<file path="src/rtl/bri_pkg.sv">
// bri_pkg: shared state encoding, widths and defaults for the bridge pulse controller.
package bri_pkg;
  typedef enum logic [2:0] {S_IDLE, S_WAIT, S_QUAR, S_RUN, S_TURN, S_DONE} state_t;
  localparam int CNT_W = 8;
  localparam int QUAR_DEF = 1;
  localparam int TURN_DEF = 4;
  function automatic state_t skip_to(input logic run_nz, input logic turn_nz);
    return run_nz ? S_RUN : turn_nz ? S_TURN : S_DONE;
  endfunction
endpackage

</file>
<file path="src/rtl/bri_pulse_ctrl_if.sv">
// bri_pulse_ctrl_if: scheduler-side request bundle and coder-side burst status.
interface bri_pulse_ctrl_if #(parameter int TURN_W = bri_pkg::TURN_DEF);
  logic start;
  logic abort;
  logic [bri_pkg::CNT_W-1:0] pulse_len;
  logic quar_sel;
  logic phase_in;
  logic [TURN_W-1:0] turn_len;
  logic [bri_pkg::CNT_W-1:0] count;
  logic state_start;
  logic quar_delay;
  logic phase;
  logic turn_delay;
  logic busy;
  logic done;
  modport master (
    output start, abort, pulse_len, quar_sel, phase_in, turn_len,
    input  count, state_start, quar_delay, phase, turn_delay, busy, done
  );
  modport slave (
    input  start, abort, pulse_len, quar_sel, phase_in, turn_len,
    output count, state_start, quar_delay, phase, turn_delay, busy, done
  );
endinterface

</file>
<file path="src/rtl/bri_tick_cnt.sv">
// bri_tick_cnt: quarter sub-tick and carrier-cycle counter, advanced only on enabled ticks.
module bri_tick_cnt
  import bri_pkg::*;
(
  input  logic             clk_dds,
  input  logic             rst_n,
  input  logic             en,
  input  logic             clr,
  input  logic [CNT_W-1:0] len,
  output logic [CNT_W-1:0] count,
  output logic             hit
);
  logic [1:0] q;
  assign hit = en && q == 2'd3 && (count + CNT_W'(1)) == len;
  always_ff @(posedge clk_dds or negedge rst_n) begin
    if (!rst_n) begin
      q <= 2'd0;
      count <= '0;
    end else if (clr) begin
      q <= 2'd0;
      count <= '0;
    end else if (en) begin
      q <= q + 2'd1;
      if (q == 2'd3 && count != '1) count <= count + CNT_W'(1);
    end
  end
endmodule

</file>
<file path="src/rtl/bri_pulse_ctrl.sv">
// bri_pulse_ctrl: sequences one H-bridge burst (WAIT, QUAR, RUN, TURN, DONE) on clk_4f_en ticks.
// Define BRI_PHASE_CYCLE_EN to alternate the burst phase after every completed burst.
module bri_pulse_ctrl
  import bri_pkg::*;
#(
  parameter int TURN_W     = TURN_DEF,
  parameter int QUAR_TICKS = QUAR_DEF
) (
  input logic             clk_dds,
  input logic             rst_n,
  input logic             clk_4f_en,
  bri_pulse_ctrl_if.slave bus
);
  localparam int QW = $clog2(QUAR_TICKS + 1);
  localparam int TMR_W = TURN_W > QW ? TURN_W : QW;
  state_t state, state_n, after_q;
  logic [TMR_W-1:0] tmr, tmr_n;
  logic [CNT_W-1:0] plen, count;
  logic [TURN_W-1:0] tlen;
  logic qsel, phase_r, acc, hit, run_en, cnt_clr;
  assign acc = state == S_IDLE && bus.start && !bus.abort;
  assign after_q = skip_to(plen != '0, tlen != '0);
  assign run_en = clk_4f_en && state == S_RUN;
  assign cnt_clr = bus.abort || state == S_IDLE || state == S_DONE;
  bri_tick_cnt u_tick (
    .clk_dds (clk_dds),
    .rst_n   (rst_n),
    .en      (run_en),
    .clr     (cnt_clr),
    .len     (plen),
    .count   (count),
    .hit     (hit)
  );
  always_comb begin
    state_n = state;
    tmr_n = tmr;
    case (state)
      S_IDLE: state_n = bus.start ? S_WAIT : S_IDLE;
      S_WAIT: state_n = clk_4f_en ? (qsel ? S_QUAR : after_q) : S_WAIT;
      S_QUAR: if (clk_4f_en) begin
        if (tmr == '0) state_n = after_q;
        else tmr_n = tmr - TMR_W'(1);
      end
      S_RUN:  state_n = hit ? (tlen != '0 ? S_TURN : S_DONE) : S_RUN;
      S_TURN: if (clk_4f_en) begin
        if (tmr == '0) state_n = S_DONE;
        else tmr_n = tmr - TMR_W'(1);
      end
      S_DONE: state_n = S_IDLE;
      default: state_n = S_IDLE;
    endcase
    // the delay timer is reloaded on entry so each phase counts its own ticks
    if (state_n == S_QUAR && state != S_QUAR) tmr_n = TMR_W'(QUAR_TICKS - 1);
    if (state_n == S_TURN && state != S_TURN) tmr_n = TMR_W'(tlen) - TMR_W'(1);
    if (bus.abort) state_n = S_IDLE;
  end
  always_ff @(posedge clk_dds or negedge rst_n) begin
    if (!rst_n) begin
      state <= S_IDLE;
      tmr <= '0;
      plen <= '0;
      tlen <= '0;
      qsel <= 1'b0;
    end else begin
      state <= state_n;
      tmr <= tmr_n;
      if (acc) begin
        plen <= bus.pulse_len;
        tlen <= bus.turn_len;
        qsel <= bus.quar_sel;
      end
    end
  end
`ifdef BRI_PHASE_CYCLE_EN
  logic loaded;
  always_ff @(posedge clk_dds or negedge rst_n) begin
    if (!rst_n) begin
      phase_r <= 1'b0;
      loaded <= 1'b0;
    end else if (acc && !loaded) begin
      phase_r <= bus.phase_in;
      loaded <= 1'b1;
    end else if (state == S_DONE && !bus.abort) begin
      phase_r <= ~phase_r;
    end
  end
`else
  always_ff @(posedge clk_dds or negedge rst_n) begin
    if (!rst_n) phase_r <= 1'b0;
    else if (acc) phase_r <= bus.phase_in;
  end
`endif
  assign bus.count = count;
  assign bus.state_start = state == S_QUAR || state == S_RUN;
  assign bus.quar_delay = state == S_QUAR;
  assign bus.turn_delay = state == S_TURN;
  assign bus.busy = state != S_IDLE;
  assign bus.done = state == S_DONE;
  assign bus.phase = state != S_IDLE && phase_r;
endmodule

</file>
<file path="src/flat_wrapper.sv">
// flat-port wrapper written by rule: the top's interface ports become plain ports
module bri_pulse_ctrl_flat import bri_pkg::*;
#(
  parameter int TURN_W     = TURN_DEF,
  parameter int QUAR_TICKS = QUAR_DEF
)
  (clk_dds, rst_n, clk_4f_en, bus_start, bus_abort, bus_pulse_len, bus_quar_sel, bus_phase_in, bus_turn_len, bus_count, bus_state_start, bus_quar_delay, bus_phase, bus_turn_delay, bus_busy, bus_done);
  bri_pulse_ctrl_if #(.TURN_W(TURN_W)) bus_i ();
  input logic clk_dds;
  input logic rst_n;
  input logic clk_4f_en;
  input wire logic [$bits(bus_i.start)-1:0] bus_start;
  input wire logic [$bits(bus_i.abort)-1:0] bus_abort;
  input wire logic [$bits(bus_i.pulse_len)-1:0] bus_pulse_len;
  input wire logic [$bits(bus_i.quar_sel)-1:0] bus_quar_sel;
  input wire logic [$bits(bus_i.phase_in)-1:0] bus_phase_in;
  input wire logic [$bits(bus_i.turn_len)-1:0] bus_turn_len;
  output wire logic [$bits(bus_i.count)-1:0] bus_count;
  output wire logic [$bits(bus_i.state_start)-1:0] bus_state_start;
  output wire logic [$bits(bus_i.quar_delay)-1:0] bus_quar_delay;
  output wire logic [$bits(bus_i.phase)-1:0] bus_phase;
  output wire logic [$bits(bus_i.turn_delay)-1:0] bus_turn_delay;
  output wire logic [$bits(bus_i.busy)-1:0] bus_busy;
  output wire logic [$bits(bus_i.done)-1:0] bus_done;
  assign bus_i.start = bus_start;
  assign bus_i.abort = bus_abort;
  assign bus_i.pulse_len = bus_pulse_len;
  assign bus_i.quar_sel = bus_quar_sel;
  assign bus_i.phase_in = bus_phase_in;
  assign bus_i.turn_len = bus_turn_len;
  assign bus_count = bus_i.count;
  assign bus_state_start = bus_i.state_start;
  assign bus_quar_delay = bus_i.quar_delay;
  assign bus_phase = bus_i.phase;
  assign bus_turn_delay = bus_i.turn_delay;
  assign bus_busy = bus_i.busy;
  assign bus_done = bus_i.done;
  bri_pulse_ctrl #(.TURN_W(TURN_W), .QUAR_TICKS(QUAR_TICKS)) u_core (.clk_dds(clk_dds), .rst_n(rst_n), .clk_4f_en(clk_4f_en), .bus(bus_i));
endmodule
</file>
<file path="config.mk">
export PLATFORM = sky130hd
export DESIGN_NAME = bri_pulse_ctrl_flat
export DESIGN_NICKNAME = d
export VERILOG_FILES = /design/src/rtl/bri_pkg.sv /design/src/rtl/bri_pulse_ctrl_if.sv /design/src/rtl/bri_tick_cnt.sv /design/src/rtl/bri_pulse_ctrl.sv /design/src/flat_wrapper.sv
export SDC_FILE = /design/constraint.sdc
export NUM_CORES = 1
export LEC_CHECK = 0
export CAP_MARGIN = 20
export CELL_PAD_IN_SITES_DETAIL_PLACEMENT = 0
export CELL_PAD_IN_SITES_GLOBAL_PLACEMENT = 1
export CORE_MARGIN = 8
export CORE_UTILIZATION = 30
export CTS_CLUSTER_SIZE = 30
export DETAILED_ROUTE_END_ITERATION = 8
export PLACE_DENSITY_LB_ADDON = 0.1
export SYNTH_ARGS = -nofsm -noshare
export SYNTH_HDL_FRONTEND = slang
export SYNTH_SLANG_ARGS = --single-unit
export TNS_END_PERCENT = 30
</file>
<file path="constraint.sdc">
create_clock -name clk_dds -period 3.1 [get_ports clk_dds]
set_input_delay 0.62 -clock clk_dds [delete_from_list [all_inputs] [get_ports clk_dds]]
set_output_delay 0.62 -clock clk_dds [all_outputs]
set_load 0.005 [all_outputs]
</file>
Word-level counts from Yosys, hierarchy flattened
Index checks and enable logic that the tools add are counted.
Storage, ports and cells
  output and inout bits: 14
  flip-flop bits (word level): 31
  word-level logic and storage cells: 72
  bits of input ports: 19
Cells by class
  mux-type cells: 22
  equality and inequality tests: 13
  reductions and logical operators: 25
  $add $sub $neg: 4
Operator list (count)
  $mux 3: 9
  $mux 8: 3
  $mux 4: 5
  $pmux 3 s5: 1
  $eq 3x2->1 const B: 3
  $eq 3x3->1 const B: 3
  $logic_and 1x1->1: 9
  $reduce_bool 3->1: 3
  $add 8x1->8 const B: 1
  $eq 8x8->1: 1
  $ne 8x8->1 const B: 1
  $reduce_bool 8->1: 1
  $sub 4x1->4 const B: 2
  $ne 3x3->1 const B: 2
  $logic_not 4->1: 1
  $mux 2: 2
  $reduce_bool 2->1: 2
  $reduce_bool 4->1: 1
  $eq 3x1->1 const B: 1
  $logic_not 3->1: 1
  $logic_or 1x1->1: 3
  $ne 3x2->1 const B: 1
  $reduce_and 3->1: 1
  $add 2x1->2 const B: 1
  other kinds (5): 6

Logic depth before layout (Yosys ltp)
Gate-level depths: netlist of the first run.
  depth after elaboration: 10
  depth in mapped cells: 9

Cells and area by module
A second synthesis of the first run with hierarchy kept.
Second synthesis, totals
  cell total of the unflattened synthesis: 188
  area total of the unflattened synthesis: 1879.3 um^2
Modules (own cells, without submodules)
  bri_pulse_ctrl: cells each 109, times used 1, sequential area each 525.5 um^2, area each 1156.1 um^2
  bri_tick_cnt: cells each 79, times used 1, sequential area each 250.2 um^2, area each 723.2 um^2

Worst setup path after synthesis of the first run
No wires, ideal clock.
  path kind: register to register
  from: register u_core.tmr[0]
  to: register u_core.tmr[2]
  path buffers: 0
  stages on the path, launching flop included: 10
  required time: 2.980 ns
  arrival time: 2.249 ns
  library setup time: 0.120 ns
  setup slack: 0.731 ns
  path through: dfrtp_1 > inv_1 > ha_1 > and4bb_2 > nand3_1 > a2111oi_0 > nor3_1 > o211a_1 > or3_1 > and3_1
On the way
  cells in the longest elaborated chain, start to end: 8
  elaborated cells between the ends (all ways): 20
  classes of those cells: add/sub: 1; eq/ne: 3; mux: 10; reduce/logical: 6
RTL lines
  from (decl): RTL line bri_pulse_ctrl.sv:17  | logic [TMR_W-1:0] tmr, tmr_n;
  from (signal assigned): RTL line bri_pulse_ctrl.sv:66  | tmr <= tmr_n;
  $logic_not 4->1: RTL line bri_pulse_ctrl.sv:41, bri_pulse_ctrl.sv:46
  $mux 3 (on tied branches): RTL line bri_pulse_ctrl.sv:46, bri_pulse_ctrl.sv:41
  $mux 3 (on tied branches): RTL line bri_pulse_ctrl.sv:45, bri_pulse_ctrl.sv:40
  $pmux 3 s5: RTL line bri_pulse_ctrl.sv:37  | case (state)
  $eq 3x3->1 / $eq 3x2->1 (equally long branches): RTL line bri_pulse_ctrl.sv:54, bri_pulse_ctrl.sv:53
  $logic_and 1x1->1 (on tied branches): RTL line bri_pulse_ctrl.sv:54, bri_pulse_ctrl.sv:53
  $ne 3x3->1 (no source line) (tied with other cells)
  $reduce_and 3->1 (no source line) / $mux 4 (equally long branches)
Several ways; a longest one is shown, not always the timed one. The select of a mux whose other input is x is not followed.
A chain may end at the register's enable or synchronous reset.

Worst setup path in the final report of the first run
  from: input clk_4f_en
  to: register u_core.tmr[2]
On the way
  cells in the longest elaborated chain, start to end: 9
  elaborated cells between the ends (all ways): 18
  classes of those cells: eq/ne: 3; mux: 7; reduce/logical: 8
RTL lines
  from (decl): RTL line flat_wrapper.sv:11  | input logic clk_4f_en;
  $logic_and 1x1->1: RTL line bri_pulse_ctrl.sv:23  | assign run_en = clk_4f_en && state == S_RUN;
  $logic_and 1x1->1 (2 in a row): RTL line bri_tick_cnt.sv:14  | assign hit = en && q == 2'd3 && (count + CNT_W'(1)) == len;
  $mux 3: RTL line bri_pulse_ctrl.sv:44  | S_RUN: state_n = hit ? (tlen != '0 ? S_TURN : S_DONE) : S_RUN;
  $pmux 3 s5: RTL line bri_pulse_ctrl.sv:37
  $eq 3x3->1 / $eq 3x2->1 (equally long branches): RTL line bri_pulse_ctrl.sv:54, bri_pulse_ctrl.sv:53
  $logic_and 1x1->1 (on tied branches): RTL line bri_pulse_ctrl.sv:54, bri_pulse_ctrl.sv:53
  $ne 3x3->1 (no source line) (tied with other cells)
  $reduce_and 3->1 (no source line) / $mux 4 (equally long branches)
Several ways; a longest one is shown, not always the timed one.

==> impl_results.md, run 1 <==
* VDD IR max at 0.000307 V
* Mean Syn Cell Area at 9.91 sq um
* Post-cts sizing count at 0
* Synth Cell Area at 0.00185 sq mm
* DIE AREA at 0.00895 sq mm
* Max-slew violation count at 0
* H-tree depth at 2
* Final Non-Filler Cells at 301
* Die H at 94.6 microns
* Max_slew headroom at 56.0%
* # rows at 28
* Worst flop-to-flop path endpoint: u_core.tmr[2]
* WL/cell at 15.3 microns
* Total power at 0.00137 W
* Synthesized instance count at 187
* Critical path's top delay family: simple AND/OR/NAND/NOR gates
* Boundary Pins at 33
* Final Hold Viols at 0
* Crit-path cells: clkdlybuf4s50_1, and4bb_2, nand3_1, a2111oi_0, nor3_1, o211a_1, or3_1, and3_1
* Yosys warnings at 0
* Vias per cell at 4.98
* Final HPWL DP at 3580 microns
* RePlAce Congestion at 0.915
* Worst Skew at 0.00659 ns
* Setup bufs post-CTS at 0
* Initial antenna violation count at 0
* Pwr dens at 575 mW/mm^2
* Critical Path Start Type: input port
* CTS Hold Bufs at 0
* RSZ-0062 raised after global routing: no
* Final Cycle Share at 88.7%
* Worst-path maximum fanout at 3
* Post-synth ARST share at 100%
* Crit-path max cell delay at 0.59 ns
* Iteration-0 DRC Markers at 89
* Min-Delay Path Depth at 1
* Critical path class: input port to flop
* Final Critical Period at 2.75 ns
* Routed Antenna Nets at 0
* Vias in the first global route at 1556
* Core area at 0.00596 sq mm
* Buf+Inv Stages, Crit Path at 1
* Hold endpoint: u_core.phase_r
* Max_cap viols at 0
* N_diodes at 0
* CTS buffer count at 5
* Root Buffer Master: clkbuf_8
* Setup WS post-layout at 0.351 ns
* Post-Place Cells at 293
* First-pass GRT wire length at 7700 microns
* Largest net degree at the start of global routing at 32
* Clk pin slew, worst setup/hold paths at 0.06 ns
* Critical path endpoint category: flop
* Slew @ Worst Pin at 0.643 ns
* Worst path slowest cell: a2111oi_0
* Library cells used by synthesis at 44
* Initial Util at 31.1%
* Hold WC Path Type: flop to flop
* DRC at 0
* DP Worst Slack at 0.0864 ns
* Count of flip-flops with a built-in enable after synthesis at 0
* Num Clock Sinks at 31
* #FFs+latches synth at 31
* Grt ovf at 0
* Worst r2r path cells at 9
* R2r startpoint: u_core.tmr[0]
* Part of the Yosys area used for sequential elements at 41.9%
* TNS Setup at 0 ns
* Worst path required time at 3.26 ns
* DRT Pass-1 Iters at 4
* Gr usage total at 11.0%
* Nets at 248
* CTS tree: done
* Leakage at 0.984 nW
* Crit path arrival time at 2.91 ns
* Max Clk Rate at 364 MHz
* Layout area overhead at 28.6%
* Share of cells above drive strength 1 at 14.6%
* Clk Latency, worst-skew pair at 0.28 ns
* DR vias at 1499
* Reg2reg setup slack at 0.48 ns
* Setup violators final at 0
* Max Root-Sink Buffers at 2
* Routed WL at 4600 microns
* Syn Nets at 210
* Status: finished, final reports clean
* Ys flop type: dfrtp_1
* Hold_sp: u_core.phase_r
* Die outline width at 94.6 microns
* Port buffer count at 32
[cells in the final DEF, fill, tap and decap left out, types with 2 or more instances in the layout]
cell             instances
mux2i_1                  3
nand2_1                  8
nor2_1                  17
xor2_1                   7
or4_1                    2
ha_1                     4
nor3_1                   8
and2b_1                  2
a21oi_1                  6
dfrtp_1                 31
o211ai_1                 2
clkdlybuf4s50_1         32
a211o_1                  2
nor3b_1                  2
a2111oi_0                2
or3_1                    4
inv_1                   14
nor2b_1                  4
a31oi_1                  2
nand3_1                  6
and3_1                   2
xnor2_1                 13
mux2_2                  14
buf_4                    6
o21ai_0                  6
clkbuf_8                 7
[final cells by class]
cell class	count	area [sq um]
Clock buffer	8	100
Sequential cell	31	776
Timing Repair Buffer	38	365
Inverter	14	52.6
Multi-Input combinational cell	135	996
Fill cell	598	3570
Tap cell	75	93.8
[cell usage after synthesis (2+ instances only)]
cell type / n / area, sq um
nand2_1: 8 / 30.0
xor2_1: 7 / 61.3
a211o_1: 2 / 17.5
ha_1: 4 / 50.1
nand3_1: 6 / 30.0
nor2_1: 17 / 63.8
xnor2_1: 13 / 114
nor3b_1: 2 / 15.0
mux2i_1: 3 / 30.0
nor3_1: 8 / 40.0
a31oi_1: 2 / 12.5
or4_1: 2 / 15.0
clkbuf_1: 5 / 18.8
o211ai_1: 2 / 15.0
inv_1: 14 / 52.6
a2111oi_0: 2 / 17.5
and2b_1: 2 / 15.0
o21ai_0: 6 / 30.0
and3_1: 2 / 12.5
a21oi_1: 6 / 30.0
or3_1: 4 / 25.0
dfrtp_1: 31 / 776
nor2b_1: 4 / 25.0
buf_2: 2 / 10.0
mux2_2: 14 / 158
[registers in the layout, summed over array words and instances, names as in the netlist]
register / cells
u_core.tlen: 4
u_core.state: 3
u_core.u_tick.q: 2
u_core.phase_r: 1
u_core.plen: 8
u_core.qsel: 1
u_core.tmr: 4
u_core.u_tick.count: 8
[power breakdown]
part	total (W)	leakage (nW)	internal (W)	switching (W)
combinational	0.000431	0.537	0.000234	0.000197
sequential	0.000594	0.395	0.000496	0.0000978
clock	0.000346	0.0515	0.000202	0.000144
total	0.00137	0.984	0.000933	0.000439
[through the flow]
step	area [sq um]	hold slack, ns	util [%]
3_3_place_gp	2280	0.487	38.3
5_1_grt	2380	0.538	40.0
6_report	2380	0.511	40.0
3_5_place_dp	2280	0.494	38.3
4_1_cts	2380	0.511	40.0
2_1_floorplan	1850	0.324	-
[layer usage]
layer	track usage, %	routed length (microns)	vias to the layer above
met1	15.1	2290	714
met3	3.65	336	5
met2	16.0	1920	43
li1	-	-	737
met4	3.51	48	0
met5	0	0	-
[how the worst max path moves through the flow]
stage,from,to,slack [ns],cells after the start
after floorplan,u_core.tmr[0],u_core.tmr[2],0.73,9
after global placement,clk_4f_en,u_core.tmr[2],0.17,8
after detailed placement,clk_4f_en,u_core.tmr[2],0.09,8
after CTS,clk_4f_en,u_core.tmr[2],0.39,8
after global routing,clk_4f_en,u_core.tmr[2],0.11,8
final,clk_4f_en,u_core.tmr[2],0.35,8
[kinds of logic (layout without fill, tap and decap cells)]
kind of cell | after synthesis | in the layout | share of synthesized area [%]
and+or+nand+nor | 64 | 64 | 19.6
DFF | 31 | 31 | 41.9
AOI/OAI and AO/OA | 30 | 30 | 11.8
buffers and inverters | 21 | 60 | 4.39
xor gates and xnor gates | 20 | 20 | 9.45
muxes | 17 | 17 | 10.1
adders and majority gates | 4 | 4 | 2.70
(Power assumes the default switching activity.)
==> run 2, diff against run 1 <==
Settings changed: CORE_MARGIN 8 to 5, CORE_UTILIZATION 30 to 40.
==> impl_results.md, run 2 (synthesized netlist as in run 1, its figures left out) <==
* R2r startpoint: u_core.tmr[0]
* Top sig layer: met4
* Share of cells above drive strength 1 at 13.4% (-1.2 points)
* # rows at 24 (-14%)
* Critical path endpoint category: flop
* DIE AREA at 0.00609 sq mm (-32%)
* Post-Place Cells at 268 (-8.5%)
* Routed WL at 4220 microns (-8.2%)
* Critical Path Start Type: input port
* Final HPWL DP at 3240 microns (-9.7%)
* Reg2reg setup slack at 0.52 ns (+0.04 ns)
* Most common cell after layout, fill and taps aside: clkdlybuf4s50_1
* Vias per cell at 5.51 (+11%)
* Final Cycle Share at 89.3% (+0.58 points)
* Crit-path max cell delay at 0.57 ns (-0.02 ns)
* Setup violators final at 0 (unchanged)
* CTS tree: done
* Status: finished, final reports clean
* Met1 WL at 2030 microns (-11%)
* VDD IR max at 0.000343 V (+12%)
* H-tree depth at 2 (unchanged)
* Crit path arrival time at 2.94 ns (+0.03 ns)
* Max_cap viols at 0 (unchanged)
* Min-Delay Path Depth at 1 (unchanged)
* Slew @ Worst Pin at 0.640 ns (-0.00380 ns)
* CTS Hold Bufs at 0 (unchanged)
* DRT Pass-1 Iters at 4 (unchanged)
* Hold WC Path Type: flop to flop
* RSZ-0062 raised after global routing: no
* DRC at 0 (unchanged)
* Root Buffer Master: clkbuf_8
* Nets at 246 (-0.81%)
* Total power at 0.00132 W (-3.8%)
* Max Clk Rate at 361 MHz (-0.65%)
* Pwr dens at 568 mW/mm^2 (-1.3%)
* Worst path required time at 3.27 ns (about the same)
* Vias in the first global route at 1585 (+1.9%)
* Worst r2r path cells at 9 (unchanged)
* Final Non-Filler Cells at 276 (-8.3%)
* Leading registers by flop count: u_core.plen: 8 flops, u_core.u_tick.count: 8 flops
* Largest net degree at the start of global routing at 32 (unchanged)
* Met2 wire len at 1790 microns (-7.1%)
* Clk Latency, worst-skew pair at 0.28 ns (about the same)
* Worst flop-to-flop path endpoint: u_core.tmr[2]
* Routed Antenna Nets at 0 (unchanged)
* Max_slew headroom at 56.3% (+0.26 points)
* Max-slew violation count at 0 (unchanged)
* TNS Setup at 0 ns (unchanged)
* Layout area overhead at 25.3%
* Core area at 0.00441 sq mm (-26%)
* Initial antenna violation count at 0 (unchanged)
* Leakage at 0.964 nW (-2.0%)
* Final Hold Viols at 0 (unchanged)
* First-pass GRT wire length at 7460 microns (-3.1%)
* DR vias at 1520 (+1.4%)
* Critical path class: input port to flop
* Setup bufs post-CTS at 0 (unchanged)
* N_diodes at 0 (unchanged)
* Port buffer count at 32 (unchanged)
* Initial Util at 42.0% (+11 points)
* Die outline width at 78.1 microns (-17%)
* Buf+Inv Stages, Crit Path at 1 (unchanged)
* Grt ovf at 0 (unchanged)
* Final Critical Period at 2.77 ns (+0.0181 ns)
* Crit-path cells: clkdlybuf4s50_1, and4bb_2, nand3_1, a2111oi_0, nor3_1, o211a_1, or3_1, and3_1
* Hold_sp: u_core.phase_r
* Most frequent cells in the layout: clkdlybuf4s50_1 (32), dfrtp_1 (31), nor2_1 (17), inv_1 (14), mux2_2 (14)
* RePlAce Congestion at 0.891 (-2.6%)
* Worst path slowest cell: a2111oi_0
* Boundary Pins at 33 (unchanged)
* Max Root-Sink Buffers at 2 (unchanged)
* Worst-path maximum fanout at 4 (+1)
* Worst Skew at 0.00759 ns (+0.000999 ns)
* CTS buffer count at 5 (unchanged)
* Iteration-0 DRC Markers at 194 (+120%)
* WL/cell at 15.3 microns (about the same)
* Gr usage total at 15.2% (+4.1 points)
* Clk pin slew, worst setup/hold paths at 0.06 ns (about the same)
* Met3 routed WL at 341 microns (+1.5%)
* Die H at 78.1 microns (-17%)
* Num Clock Sinks at 31 (unchanged)
* Number of stages on the worst setup path at 8 (unchanged)
* Critical path's top delay family: simple AND/OR/NAND/NOR gates
* Post-cts sizing count at 0 (unchanged)
* Hold endpoint: u_core.phase_r
* Fin util at 52.6% (+13 points)
-- run 2: power by group --
group          total [W]  switching [W]  leakage, nW  internal [W]
Clock           0.000301       0.000143       0.0422      0.000157
Sequential      0.000593      0.0000970        0.395      0.000496
Combinational   0.000425       0.000194        0.527      0.000231
-- run 2: routing by layer --
metal / vias up / GRT usage [%]
met4: 0 / 5.91
li1: 729 / -
met1: 720 / 21.0
met2: 62 / 22.0
met3: 9 / 4.92
met5: - / 0
-- run 2: cell type report --
cell class                 count  area (sq um)
clock inverter                 1          5.00
fill                         400          2090
multi-input combinational    135           996
tap                           52          65.1
clock buffer                   7          76.3
inverter                      14          52.6
sequential                    31           776
timing repair buffer          36           350
-- run 2: worst max path at each step --
stage	start	endpoint	slack, ns
finish	clk_4f_en	u_core.tmr[2]	0.33
global route	clk_4f_en	u_core.tmr[2]	0.10
CTS	clk_4f_en	u_core.tmr[2]	0.39
detailed placement	clk_4f_en	u_core.tmr[2]	0.10
global placement	clk_4f_en	u_core.tmr[2]	0.16
floorplan	u_core.tmr[0]	u_core.tmr[2]	0.73
-- run 2: stage by stage --
stage	area, sq um	setup slack (ns)	hold WS, ns
CTS	2320	0.385	0.510
floorplan	1850	0.731	0.324
detailed placement	2240	0.102	0.493
global route	2320	0.101	0.530
global placement	2240	0.164	0.481
finish	2320	0.333	0.508
==> run 3, diff against run 2 <==
Settings changed: CORE_ASPECT_RATIO set to 1.25, GPL_ROUTABILITY_DRIVEN set to 0.
==> impl_results.md, run 3 (synthesized netlist as in run 1, its figures left out) <==
* WL/cell at 15.6 microns (+1.7%)
* Worst Skew at 0.00162 ns (-0.00597 ns)
* Hold_sp: u_core.phase_r
* Clk pin slew, worst setup/hold paths at 0.06 ns (about the same)
* Gr usage total at 15.1% (-0.099 points)
* Final Non-Filler Cells at 282 (+2.2%)
* R2r startpoint: u_core.tmr[0]
* Vias in the first global route at 1565 (-1.3%)
* Post-Place Cells at 275 (+2.6%)
* Die H at 86.1 microns (+10%)
* Largest net degree at the start of global routing at 32 (unchanged)
* Post-cts sizing count at 0 (unchanged)
* Total power at 0.00140 W (+6.3%)
* Critical Path Start Type: input port
* Most frequent cells in the layout: clkdlybuf4s50_1 (32), dfrtp_1 (31), nor2_1 (17), inv_1 (14), mux2_2 (14)
* Setup violators final at 0 (unchanged)
* Gr busiest metal: met2
* DRT Pass-1 Iters at 4 (unchanged)
* Final Hold Viols at 0 (unchanged)
* Fin area at 0.00236 sq mm (+1.6%)
* First-pass GRT wire length at 7280 microns (-2.4%)
* Root Buffer Master: clkbuf_8
* Worst path required time at 3.27 ns (about the same)
* Setup bufs post-CTS at 0 (unchanged)
* Initial antenna violation count at 0 (unchanged)
* DIE AREA at 0.00610 sq mm (+0.14%)
* CTS Hold Bufs at 0 (unchanged)
* CTS buffer count at 5 (unchanged)
* Final HPWL DP at 3390 microns (+4.6%)
* Routed Antenna Nets at 0 (unchanged)
* Pwr dens at 595 mW/mm^2 (+4.6%)
* CP startpoint: clk_4f_en
* Critical path class: input port to flop
* DRC at 0 (unchanged)
* Worst-path maximum fanout at 3 (-1)
* Slew @ Worst Pin at 0.667 ns (+0.0275 ns)
* Grt ovf at 0 (unchanged)
* Critical path endpoint category: flop
* Final Critical Period at 2.79 ns (+0.0263 ns)
* Leading registers by flop count: u_core.plen: 8 flops, u_core.u_tick.count: 8 flops
* Max_slew headroom at 54.4% (-1.9 points)
* Core area at 0.00446 sq mm (+1.0%)
* Clk Latency, worst-skew pair at 0.28 ns (about the same)
* Share of cells above drive strength 1 at 13.8% (+0.45 points)
* Vias per cell at 5.38 (-2.3%)
* Hold WC Path Type: flop to flop
* Iteration-0 DRC Markers at 156 (-20%)
* Num Clock Sinks at 31 (unchanged)
* H-tree depth at 2 (unchanged)
* Crit path arrival time at 2.97 ns (+0.03 ns)
* N_diodes at 0 (unchanged)
* Met1 global-route usage at 16.4% (-4.6 points)
* Routed WL at 4390 microns (+4.0%)
* TNS Setup at 0 ns (unchanged)
* Cell Area, Placed at 0.00225 sq mm (+0.67%)
* RSZ-0062 raised after global routing: no
* Min-Delay Path Depth at 1 (unchanged)
* Final Cycle Share at 90.1% (+0.85 points)
* Max_cap viols at 0 (unchanged)
* Max Root-Sink Buffers at 2 (unchanged)
* VDD IR max at 0.000248 V (-28%)
* Die outline width at 70.9 microns (-9.2%)
* Initial Util at 41.6% (-0.42 points)
* Boundary Pins at 33 (unchanged)
* Worst r2r path cells at 9 (unchanged)
* Met3 GRT Util at 3.99% (-0.93 points)
* CTS tree: done
* Max Clk Rate at 358 MHz (-0.94%)
* # rows at 27 (+13%)
* Max-slew violation count at 0 (unchanged)
* Reg2reg setup slack at 0.43 ns (-0.09 ns)
* Status: finished, final reports clean
* Nets at 247 (+0.41%)
* Leakage at 0.979 nW (+1.5%)
* Met2 Track Usage GR at 27.7% (+5.7 points)
* Worst flop-to-flop path endpoint: u_core.tmr[2]
* Port buffer count at 32 (unchanged)
* Hold WS at 0.504 ns (-0.00431 ns)
* Hold endpoint: u_core.phase_r
* DR vias at 1518 (-0.13%)
* Layout area overhead at 27.2%
* Most common cell after layout, fill and taps aside: clkdlybuf4s50_1
## run 3: cell types whose count changed in the layout (fill, tap and decap cells not counted)
cell	previous run	this run
buf_4	4	5
bufinv_16	0	1
clkbuf_1	2	1
clkinv_2	1	0
## run 3: layer usage
metal,part of all wire (%),wire (microns)
met5,0,0
met4,1.8,81
met3,4.1,179
met2,56,2450
met1,38,1680
## run 3: worst max-delay path by stage
stage               slack [ns]            end
global placement          0.21  u_core.tmr[2]
detailed placement        0.07  u_core.tmr[2]
CTS                       0.36  u_core.tmr[2]
global route              0.23  u_core.tmr[2]
floorplan                 0.73  u_core.tmr[2]
finish                    0.31  u_core.tmr[2]
## run 3: per-stage QoR
stage	setup WS, ns	util [%]
final	0.306	52.9
after global routing	0.233	52.9
after CTS	0.355	52.9
after detailed placement	0.0738	50.6
after global placement	0.207	50.6
after floorplan	0.731	-
## run 3: layout make-up
type                       instances  area [sq um]
inverter                          14          52.6
tap                               58          72.6
clock inverter                     1          30.0
fill                             431          2100
multi-input combinational        135           996
timing repair buffer              37           358
clock buffer                       6          72.6
sequential                        31           776
## run 3: critical path: stages
cell             delay [ns]
clkdlybuf4s50_1        0.48
and4bb_2               0.26
nand3_1                0.10
a2111oi_0              0.67
nor3_1                 0.16
o211a_1                0.18
or3_1                  0.33
and3_1                 0.18
## run 3: report_power, final
part / internal, W / switching (W)
sequential: 0.000496 / 0.000101
combinational: 0.000232 / 0.000190
clock: 0.000235 / 0.000147
